==> src/rtl/msd_pkg.sv <==
// Shared types for the sequential multiply/divide/square-root engine.
package msd_pkg;

    typedef enum logic [1:0] {
        OP_MUL  = 2'b00,
        OP_DIV  = 2'b01,
        OP_SQRT = 2'b10,
        OP_RSVD = 2'b11
    } opcode_t;

    typedef enum logic [2:0] {
        StIdle,
        StWaitX,
        StWaitY,
        StCalc,
        StDone
    } state_t;

    // SQRT retires two radicand bits per iteration, MUL/DIV one.
    function automatic int unsigned iter_count(opcode_t op, int unsigned width);
        return (op == OP_SQRT) ? width / 2 : width;
    endfunction

endpackage

==> src/rtl/msd_seq_core_if.sv <==
// Operand-entry and result bus of the MSD engine.
interface msd_seq_core_if #(
    parameter int unsigned WIDTH = 16
);
    logic             start;
    logic             load;
    logic [1:0]       opcode;
    logic [WIDTH-1:0] data_in;
    logic [WIDTH-1:0] result;
    logic [WIDTH-1:0] residue;
    logic             ready;
    logic             error;
    logic             busy;
    logic             load_x;
    logic             load_y;

    modport master (
        output start, load, opcode, data_in,
        input  result, residue, ready, error, busy, load_x, load_y
    );

    modport slave (
        input  start, load, opcode, data_in,
        output result, residue, ready, error, busy, load_x, load_y
    );
endinterface

==> src/rtl/msd_sign_fix.sv <==
// Conditional two's-complement negate; doubles as abs() when negate is the sign bit.
module msd_sign_fix #(
    parameter int unsigned WIDTH = 16
) (
    input  logic [WIDTH-1:0] value,
    input  logic             negate,
    output logic [WIDTH-1:0] result
);
    assign result = negate ? ((~value) + WIDTH'(1)) : value;
endmodule

==> src/rtl/msd_seq_core.sv <==
// Sequential MUL/DIV/SQRT engine: magnitude datapath, one result bit per CALC cycle,
// signs restored on the final iteration so outputs are registered on entry to DONE.
module msd_seq_core
    import msd_pkg::*;
#(
    parameter int unsigned WIDTH  = 16,
    parameter bit          SIGNED = 1'b1
) (
    input  logic           clk,
    input  logic           rst,
    msd_seq_core_if.slave  bus
);
    localparam int unsigned W2   = 2 * WIDTH;
    localparam int unsigned CntW = $clog2(WIDTH + 1);
    localparam logic [WIDTH-1:0] MinVal = {1'b1, {(WIDTH-1){1'b0}}};

    state_t            state_q, state_d;
    opcode_t           op_q, op_d;
    logic [CntW-1:0]   cnt_q, cnt_d;
    logic [W2-1:0]     acc_q, acc_d, acc_it;
    logic [WIDTH-1:0]  opa_q, opa_d, opa_it;
    logic              x_neg_q, x_neg_d, res_neg_q, res_neg_d, rem_neg_q, rem_neg_d;
    logic              ovf_q, ovf_d;
    logic [WIDTH-1:0]  result_q, result_d, residue_q, residue_d;
    logic              ready_q, ready_d, error_q, error_d;

    logic              in_neg;
    logic [WIDTH-1:0]  in_mag, quo_fix, rem_fix;
    logic [W2-1:0]     prod_fix;
    logic [WIDTH:0]    mul_sum, div_sh;
    logic [WIDTH+1:0]  sq_sh, sq_trial;
    logic              div_ge, sq_ge;

    assign in_neg = SIGNED && bus.data_in[WIDTH-1];

    msd_sign_fix #(.WIDTH(WIDTH)) u_abs_in (
        .value (bus.data_in),
        .negate(in_neg),
        .result(in_mag)
    );
    msd_sign_fix #(.WIDTH(W2)) u_fix_prod (
        .value (acc_it),
        .negate(res_neg_q),
        .result(prod_fix)
    );
    msd_sign_fix #(.WIDTH(WIDTH)) u_fix_quo (
        .value (acc_it[WIDTH-1:0]),
        .negate(res_neg_q),
        .result(quo_fix)
    );
    msd_sign_fix #(.WIDTH(WIDTH)) u_fix_rem (
        .value (acc_it[W2-1:WIDTH]),
        .negate(rem_neg_q),
        .result(rem_fix)
    );

    // One iteration. acc holds {hi, lo}: MUL {product hi, multiplier},
    // DIV {remainder, dividend/quotient}, SQRT {remainder, radicand}; opa is
    // multiplicand, divisor or partial root.
    always_comb begin
        acc_it   = acc_q;
        opa_it   = opa_q;
        mul_sum  = {1'b0, acc_q[W2-1:WIDTH]} + (acc_q[0] ? {1'b0, opa_q} : '0);
        div_sh   = acc_q[W2-1:WIDTH-1];
        div_ge   = div_sh >= {1'b0, opa_q};
        sq_sh    = acc_q[W2-1:WIDTH-2];
        sq_trial = {opa_q, 2'b01};
        sq_ge    = sq_sh >= sq_trial;
        case (op_q)
            OP_MUL:  acc_it = {mul_sum, acc_q[WIDTH-1:1]};
            OP_DIV:  acc_it = {div_ge ? WIDTH'(div_sh - {1'b0, opa_q}) : div_sh[WIDTH-1:0],
                               acc_q[WIDTH-2:0], div_ge};
            OP_SQRT: begin
                acc_it = {sq_ge ? WIDTH'(sq_sh - sq_trial) : sq_sh[WIDTH-1:0],
                          acc_q[WIDTH-3:0], 2'b00};
                opa_it = {opa_q[WIDTH-2:0], sq_ge};
            end
            default: ;
        endcase
    end

    always_comb begin
        state_d   = state_q;
        op_d      = op_q;
        cnt_d     = cnt_q;
        acc_d     = acc_q;
        opa_d     = opa_q;
        x_neg_d   = x_neg_q;
        res_neg_d = res_neg_q;
        rem_neg_d = rem_neg_q;
        ovf_d     = ovf_q;
        result_d  = result_q;
        residue_d = residue_q;
        ready_d   = ready_q;
        error_d   = error_q;
        unique case (state_q)
            StIdle, StDone: begin
                if (bus.start) begin
                    op_d    = opcode_t'(bus.opcode);
                    ready_d = 1'b0;
                    error_d = 1'b0;
                    if (opcode_t'(bus.opcode) == OP_RSVD) begin
                        state_d   = StDone;
                        ready_d   = 1'b1;
                        error_d   = 1'b1;
                        result_d  = '0;
                        residue_d = '0;
                    end else begin
                        state_d = StWaitX;
                    end
                end
            end
            StWaitX: begin
                if (bus.load) begin
                    x_neg_d = in_neg;
                    opa_d   = in_mag;
                    if (op_q == OP_SQRT) begin
                        if (in_neg) begin
                            state_d   = StDone;
                            ready_d   = 1'b1;
                            error_d   = 1'b1;
                            result_d  = '0;
                            residue_d = '0;
                        end else begin
                            acc_d   = {{WIDTH{1'b0}}, bus.data_in};
                            opa_d   = '0;
                            cnt_d   = CntW'(iter_count(op_q, WIDTH));
                            state_d = StCalc;
                        end
                    end else begin
                        state_d = StWaitY;
                    end
                end
            end
            StWaitY: begin
                if (bus.load) begin
                    if (op_q == OP_DIV && in_mag == '0) begin
                        state_d   = StDone;
                        ready_d   = 1'b1;
                        error_d   = 1'b1;
                        result_d  = '0;
                        residue_d = '0;
                    end else begin
                        state_d   = StCalc;
                        cnt_d     = CntW'(iter_count(op_q, WIDTH));
                        res_neg_d = x_neg_q ^ in_neg;
                        rem_neg_d = x_neg_q;
                        // MIN / -1 overflows the quotient; it still runs and wraps.
                        ovf_d     = (op_q == OP_DIV) && x_neg_q && (opa_q == MinVal)
                                    && (bus.data_in == '1);
                        if (op_q == OP_DIV) begin
                            acc_d = {{WIDTH{1'b0}}, opa_q};
                            opa_d = in_mag;
                        end else begin
                            acc_d = {{WIDTH{1'b0}}, in_mag};
                        end
                    end
                end
            end
            StCalc: begin
                acc_d = acc_it;
                opa_d = opa_it;
                cnt_d = cnt_q - CntW'(1);
                if (cnt_q == CntW'(1)) begin
                    state_d = StDone;
                    ready_d = 1'b1;
                    case (op_q)
                        OP_MUL: {residue_d, result_d} = prod_fix;
                        OP_DIV: begin
                            result_d  = quo_fix;
                            residue_d = rem_fix;
                            error_d   = ovf_q;
                        end
                        default: begin
                            result_d  = opa_it;
                            residue_d = acc_it[W2-1:WIDTH];
                        end
                    endcase
                end
            end
            default: state_d = StIdle;
        endcase
    end

    always_ff @(posedge clk or posedge rst) begin
        if (rst) begin
            state_q   <= StIdle;
            op_q      <= OP_MUL;
            cnt_q     <= '0;
            acc_q     <= '0;
            opa_q     <= '0;
            x_neg_q   <= 1'b0;
            res_neg_q <= 1'b0;
            rem_neg_q <= 1'b0;
            ovf_q     <= 1'b0;
            result_q  <= '0;
            residue_q <= '0;
            ready_q   <= 1'b0;
            error_q   <= 1'b0;
        end else begin
            state_q   <= state_d;
            op_q      <= op_d;
            cnt_q     <= cnt_d;
            acc_q     <= acc_d;
            opa_q     <= opa_d;
            x_neg_q   <= x_neg_d;
            res_neg_q <= res_neg_d;
            rem_neg_q <= rem_neg_d;
            ovf_q     <= ovf_d;
            result_q  <= result_d;
            residue_q <= residue_d;
            ready_q   <= ready_d;
            error_q   <= error_d;
        end
    end

    assign bus.result  = result_q;
    assign bus.residue = residue_q;
    assign bus.ready   = ready_q;
    assign bus.error   = error_q;
    assign bus.busy    = (state_q == StWaitX) || (state_q == StWaitY) || (state_q == StCalc);
    assign bus.load_x  = (state_q == StWaitX);
    assign bus.load_y  = (state_q == StWaitY);

endmodule

==> src/flat_wrapper.sv <==
// flat-port wrapper written by rule: the top's interface ports become plain ports
module msd_seq_core_flat import msd_pkg::*;
#(
    parameter int unsigned WIDTH  = 16,
    parameter bit          SIGNED = 1'b1
)
  (clk, rst, bus_start, bus_load, bus_opcode, bus_data_in, bus_result, bus_residue, bus_ready, bus_error, bus_busy, bus_load_x, bus_load_y);
  msd_seq_core_if #(.WIDTH(WIDTH)) bus_i ();
  input  logic clk;
  input  logic rst;
  input wire logic [$bits(bus_i.start)-1:0] bus_start;
  input wire logic [$bits(bus_i.load)-1:0] bus_load;
  input wire logic [$bits(bus_i.opcode)-1:0] bus_opcode;
  input wire logic [$bits(bus_i.data_in)-1:0] bus_data_in;
  output wire logic [$bits(bus_i.result)-1:0] bus_result;
  output wire logic [$bits(bus_i.residue)-1:0] bus_residue;
  output wire logic [$bits(bus_i.ready)-1:0] bus_ready;
  output wire logic [$bits(bus_i.error)-1:0] bus_error;
  output wire logic [$bits(bus_i.busy)-1:0] bus_busy;
  output wire logic [$bits(bus_i.load_x)-1:0] bus_load_x;
  output wire logic [$bits(bus_i.load_y)-1:0] bus_load_y;
  assign bus_i.start = bus_start;
  assign bus_i.load = bus_load;
  assign bus_i.opcode = bus_opcode;
  assign bus_i.data_in = bus_data_in;
  assign bus_result = bus_i.result;
  assign bus_residue = bus_i.residue;
  assign bus_ready = bus_i.ready;
  assign bus_error = bus_i.error;
  assign bus_busy = bus_i.busy;
  assign bus_load_x = bus_i.load_x;
  assign bus_load_y = bus_i.load_y;
  msd_seq_core #(.WIDTH(WIDTH), .SIGNED(SIGNED)) u_core (.clk(clk), .rst(rst), .bus(bus_i));
endmodule
==> config.mk <==
export PLATFORM = sky130hd
export DESIGN_NAME = msd_seq_core_flat
export DESIGN_NICKNAME = d
export VERILOG_FILES = /design/src/rtl/msd_pkg.sv /design/src/rtl/msd_seq_core_if.sv /design/src/rtl/msd_sign_fix.sv /design/src/rtl/msd_seq_core.sv /design/src/flat_wrapper.sv
export SDC_FILE = /design/constraint.sdc
export NUM_CORES = 1
export LEC_CHECK = 0
export BUFFER_PORTS_ARGS = -buffer_cell sky130_fd_sc_hd__clkbuf_2
export CAP_MARGIN = 20
export CORE_MARGIN = 3
export CORE_UTILIZATION = 63
export DETAILED_ROUTE_END_ITERATION = 10
export PLACE_DENSITY = 0.82
export SETUP_SLACK_MARGIN = 0.02
export SYNTH_ARGS = -nofsm -noshare
export SYNTH_HDL_FRONTEND = slang
export SYNTH_SLANG_ARGS = --single-unit
==> constraint.sdc <==
create_clock -name clk -period 5.4 [get_ports clk]
set_input_delay 0.54 -clock clk [delete_from_list [all_inputs] [get_ports clk]]
set_output_delay 0.54 -clock clk [all_outputs]
set_load 0.1 [all_outputs]
==> results.toml, run 1 <==
[run_status]
status = "finished clean"

[routing]
wl_per_cell_um = 23.52
dr.first_iter.drc_count = 1513
vias = 10440
ant_nets = 0
vias_per_cell = 7.218
drt-pass1-iter-count = 6
routed_wirelength_um = 34010
drc = 0

[cts]
numCtsBuffers = 9
cts.path.max_buffers = 2
cts_setup_buffers = 0
cts_tree = "built"
root_buffer = "clkbuf_16"
path_clk_slew_ns = 0.08
cts_resized = 0
htree_levels = 3
numClockSinks = 96
holdBufCountCts = 0
clk_latency_ns = 0.37

[global_route]
grt_max_degree = 80
met3_usage = 0.1439
grt_overflow = 0
use_met1 = 0.5715
met2_usage = 0.5500
track_usage = 0.3997
grt_first_pass_wirelength_um = 51730
antenna_found_initial = 0
grt_pass1_vias = 9178
grt_busiest_layer = "met1"

[worst_hold_path]
hp-class = "input port to asynchronous set/reset pin"

[yosys]
yosysTopAreaCell = "dfrtp_1"
synthTopCellsByArea = "dfrtp_1, ha_1, o21ai_0"
synthFlopType = "dfrtp_1"
synth_commonest_cells = "nand2_1, o21ai_0, dfrtp_1"
synth_most_common_cell = "nand2_1"
yosysUniqueCellTypes = 81
synth_nets = 1305
synth_seq_cells = 96
synth_edf_count = 0
synth.top_cell.area_share = 0.2506
ys_warn_count = 0
syn_inst = 1224
synth_seq_area_share = 0.2506
netlist_area_sq_um = 9587
synthesis.area_per_instance_sq_um = 7.832
async_reset_ff_frac = 1.000

[timing]
setup_tns_ns = 0
layout_setup_ws_ns = 0.4768
worst_slew_pin_slew_ns = 1.027
slew_violations = 0
rsz0062_at_grt = "no"
relSlewSlack = 0.3156
finalHoldViolations = 0
skew_ns = 0.01412
finalCritPeriodShare = 0.9117
setup_violations = 0
fin_crit_ns = 4.923
holdWs_ns = 0.07603
max_freq_mhz = 203.1

[setup_path]
cp_cell_sequence = "inv_1 -> ha_1 -> a21o_1 -> a211oi_1 -> o21ai_1 -> nor2_1 -> a211oi_1 -> a21oi_1 -> ha_1 -> nand2_1 -> o21ai_4 -> and3b_1 -> and4_1 -> a31oi_1 -> xnor2_1 -> a22o_1"
max_stage_delay_ns = 0.70
cp_slowest_cell = "nor2_1"
cp_top_family = "compound AO/OA/AOI/OAI gates"
crit_required_ns = 5.65
cp_max_fo = 10
crit_type = "register to register"
cp.arrival_ns = 5.18
critPathLaunchType = "register"
crit_buf_inv = 1
end_kind = "register"

[floorplanning]
die_area_sq_um = 16730
core-area_sq_um = 14700
die_x_um = 129.4
num_rows = 44
ioPinCount = 59
start_util = 0.6522
die_y_um = 129.4

[final_layout]
diodes = 0
fin_nets = 1338
drive_gt1_frac = 0.1165
area_delta_synth_final_pct = 8.692
final_area_sq_um = 10420

[job]
drv_cap = 0

[placement]
portBuffers = 58
gp_congestion = 1.008
placed_area_sq_um = 10070
pre_cts_ws_ns = 0.5706
dp_hpwl_um = 25920
placed cells by master (no fill, tap or decap), types with 19 or more instances in the layout:
cell,synthesis,layout
nand2_1,157,157
o21ai_0,125,125
dfrtp_1,96,94
a21oi_1,91,91
nor2_1,90,90
clkbuf_2,0,58
ha_1,57,57
inv_1,45,44
xor2_1,40,40
a22o_1,34,34
nor3_1,32,32
xnor2_1,30,30
buf_4,0,29
nand3_1,19,19
o31ai_1,19,19
a211oi_1,19,19
and2_1,19,19
worst register-to-register path: stages (launching register included):
cell      delay, ns
dfrtp_1        0.43
inv_1          0.26
ha_1           0.34
a21o_1         0.18
a211oi_1       0.42
o21ai_1        0.35
nor2_1         0.70
a211oi_1       0.24
a21oi_1        0.30
ha_1           0.28
nand2_1        0.19
o21ai_4        0.26
and3b_1        0.18
and4_1         0.22
a31oi_1        0.11
xnor2_1        0.16
a22o_1         0.21
metal layers:
layer  vias up  wire [um]
met5         -          0
met3       133       5115
met4         0       1419
met1      4832      13890
met2       826      13590
li1       4646          -
cells by family (layout without fill, tap and decap cells):
group,count (synthesis),count (layout),share of synthesized area
adders and majority gates,59,59,0.07857
DFF,96,96,0.2506
xor gates and xnor gates,70,70,0.06395
AOI/OAI and AO/OA,444,444,0.3024
muxes,32,32,0.05403
and+or+nand+nor,411,411,0.2049
buffers and inverters,112,150,0.04555
flip-flops by register name (all words and copies together), names as in the netlist:
| signal | flops |
|---|---|
| u_core.acc_q | 32 |
| u_core.bus.residue | 16 |
| u_core.bus.result | 16 |
| u_core.opa_q | 16 |
| u_core.cnt_q | 5 |
| u_core.state_q | 3 |
| u_core.op_q | 2 |
| u_core.bus.error | 1 |
| u_core.bus.ready | 1 |
| u_core.ovf_q | 1 |
| u_core.rem_neg_q | 1 |
| u_core.res_neg_q | 1 |
| u_core.x_neg_q | 1 |
per-stage QoR:
stage | utilization | instances
after floorplan | - | 1224
after global placement | 0.6853 | 1428
after detailed placement | 0.6853 | 1428
after CTS | 0.7065 | 1444
after global routing | 0.7089 | 1446
final | 0.7089 | 1446
layout make-up:
class / instances / area, sq um
Clock inverter: 7 / 86.33
Clock buffer: 9 / 225.2
Sequential cell: 96 / 2405
Fill cell: 1203 / 4279
Tap cell: 184 / 230.2
Inverter: 45 / 171.4
Multi-Input combinational cell: 1016 / 6759
Timing Repair Buffer: 89 / 543.0
path summary, 6_finish.rpt:
kind	from	slack (ns)	cells after the start	endpoint
max in group asynchronous	rst	4.04	3	u_core.bus.residue[14]$_DFFE_PP0P_
min in group clk	bus_opcode[1]	0.43	2	u_core.op_q[1]$_DFFE_PP0P_
worst max register to register	u_core.opa_q[14]$_DFFE_PP0P_	0.48	16	u_core.bus.residue[14]$_DFFE_PP0P_
worst min register to register	u_core.bus.residue[8]$_DFFE_PP0P_	0.48	2	u_core.bus.residue[8]$_DFFE_PP0P_
worst max-delay path	u_core.opa_q[14]$_DFFE_PP0P_	0.48	16	u_core.bus.residue[14]$_DFFE_PP0P_
worst min-delay path	rst	0.08	2	u_core.cnt_q[1]$_DFFE_PP0P_
Power of run 1 is left out: the tool's default activity adds up to more than one toggle a clock period on the data nets, which glitch-free logic cannot reach.
==> run 2, diff against run 1 <==
Settings changed: BUFFER_PORTS_ARGS -buffer_cell sky130_fd_sc_hd__clkbuf_2 to -buffer_cell sky130_fd_sc_hd__buf_2.
==> run 2 against run 1 <==
  * Design area shrank 0.42%
  * Die area is the same
  * Flip-flop and latch count unchanged
  * Register-to-register slack about the same
  * Setup slack improved by 0.0049 ns
  * Via count is 0.98% lower
  * Worst hold slack gained 0.14 ns
  * Non-clock buffer count fell by 8
  * Clock-buffer cell count unchanged
  * Sequential share of layout area grew 0.097 points
  * Maximum frequency is essentially flat
  * Global-route usage increased by 0.35 points
  * Critical path type unchanged
  * Highest routed layer is now met5
==> results.toml, run 2 (synthesized netlist as in run 1, its figures left out) <==
[run_status]
status = "finished clean"

[timing]
relSlewSlack = 0.2510
worst_slew_pin_slew_ns = 1.116
finalHoldViolations = 0
skew_ns = 0.01317
rsz0062_at_grt = "no"
fin_crit_ns = 4.918
slew_violations = 0
setup_violations = 0
setup_tns_ns = 0
layout_setup_ws_ns = 0.4817
max_freq_mhz = 203.3
holdWs_ns = 0.2198
finalCritPeriodShare = 0.9108

[floorplanning]
die_y_um = 129.4
die_x_um = 129.4
ioPinCount = 59
num_rows = 44
die_area_sq_um = 16730
start_util = 0.6522
core-area_sq_um = 14700

[cts]
clk_latency_ns = 0.37
numClockSinks = 96
root_buffer = "clkbuf_16"
htree_levels = 3
cts_tree = "built"
cts_setup_buffers = 0
cts_resized = 0
cts.path.max_buffers = 2
path_clk_slew_ns = 0.08
numCtsBuffers = 9
holdBufCountCts = 0

[routing]
vias_per_cell = 7.187
drt-pass1-iter-count = 7
ant_nets = 0
wl_per_cell_um = 23.54
routed_wirelength_um = 33850
vias = 10340
drc = 0
dr.first_iter.drc_count = 1550

[placement]
gp_congestion = 1.034
placed_area_sq_um = 10030
pre_cts_ws_ns = 0.7302
dp_hpwl_um = 25720
portBuffers = 58

[final_layout]
final_area_sq_um = 10380
mostFrequentLayoutCell = "nand2_1"
drive_gt1_frac = 0.1108
regMostFlops = "u_core.acc_q"
diodes = 0
area_delta_synth_final_pct = 8.235
largest_reg_flops = 32
layout_common_cells = "nand2_1, o21ai_0, dfrtp_1, a21oi_1, nor2_1"
fin_nets = 1330
nFillCells = 1177

[global_route]
track_usage = 0.4032
grt_overflow = 0
grt_pass1_vias = 9363
antenna_found_initial = 1
grt_first_pass_wirelength_um = 52190
grt_max_degree = 69

[job]
drv_cap = 0

[worst_hold_path]
hp-class = "input port to asynchronous set/reset pin"

[setup_path]
crit_type = "register to register"
end_kind = "register"
cp.arrival_ns = 5.21
crit_required_ns = 5.70
critPathLaunchType = "register"
cp_max_fo = 7
run 2: critical path, cell delays in order, from the launching register on:
cell,delay [ns]
dfrtp_1,0.48
inv_1,0.20
ha_1,0.46
nand4_1,0.18
nor4_1,0.41
o21ai_0,0.21
a21oi_1,0.77
mux2i_1,0.28
o32ai_1,0.18
nor4_2,0.42
nand2_1,0.23
nor4_4,0.45
a31oi_1,0.15
mux2_1,0.33
nor2_1,0.09
run 2: routing by layer:
layer  vias to the layer above  global-route usage  part of all wire  routed length, um
li1                       4620                   -                 -                  -
met1                      4815              0.5491              0.39              13340
met2                       759              0.5796              0.41              14030
met3                       137              0.1538              0.15               5011
met4                         4              0.1526             0.041               1391
met5                         -             0.02353            0.0021                 71
run 2: area by class of cell:
cell class,instances,area (sq um),share of cell area
repair buffers,81,483.0,0.04655
flip-flops and latches,96,2405,0.2318
clock buffers,9,225.2,0.02171
well taps,184,230.2,0.02219
clock inverters,7,102.6,0.009888
inverters,45,171.4,0.01652
multi-input cells,1016,6759,0.6514
run 2: metrics by stage:
step           instances    util
4_1_cts             1437  0.7049
5_1_grt             1438  0.7059
3_3_place_gp        1421  0.6826
6_report            1438  0.7059
3_5_place_dp        1421  0.6826
2_1_floorplan       1224       -
run 2: path summary, 6_finish.rpt:
| check | startpoint | end | slack (ns) | cells past startpoint |
|---|---|---|---|---|
| max in group asynchronous | rst | u_core.bus.residue[6]$_DFFE_PP0P_ | 4.09 | 3 |
| worst max register to register | u_core.opa_q[6]$_DFFE_PP0P_ | u_core.bus.residue[15]$_DFFE_PP0P_ | 0.48 | 14 |
| worst min register to register | u_core.bus.residue[8]$_DFFE_PP0P_ | u_core.bus.residue[8]$_DFFE_PP0P_ | 0.48 | 2 |
| worst max-delay path | u_core.opa_q[6]$_DFFE_PP0P_ | u_core.bus.residue[15]$_DFFE_PP0P_ | 0.48 | 14 |
| min in group clk | bus_opcode[1] | u_core.op_q[1]$_DFFE_PP0P_ | 0.47 | 2 |
| worst min-delay path | rst | u_core.cnt_q[1]$_DFFE_PP0P_ | 0.22 | 2 |
Power of run 2 is left out for the same reason.
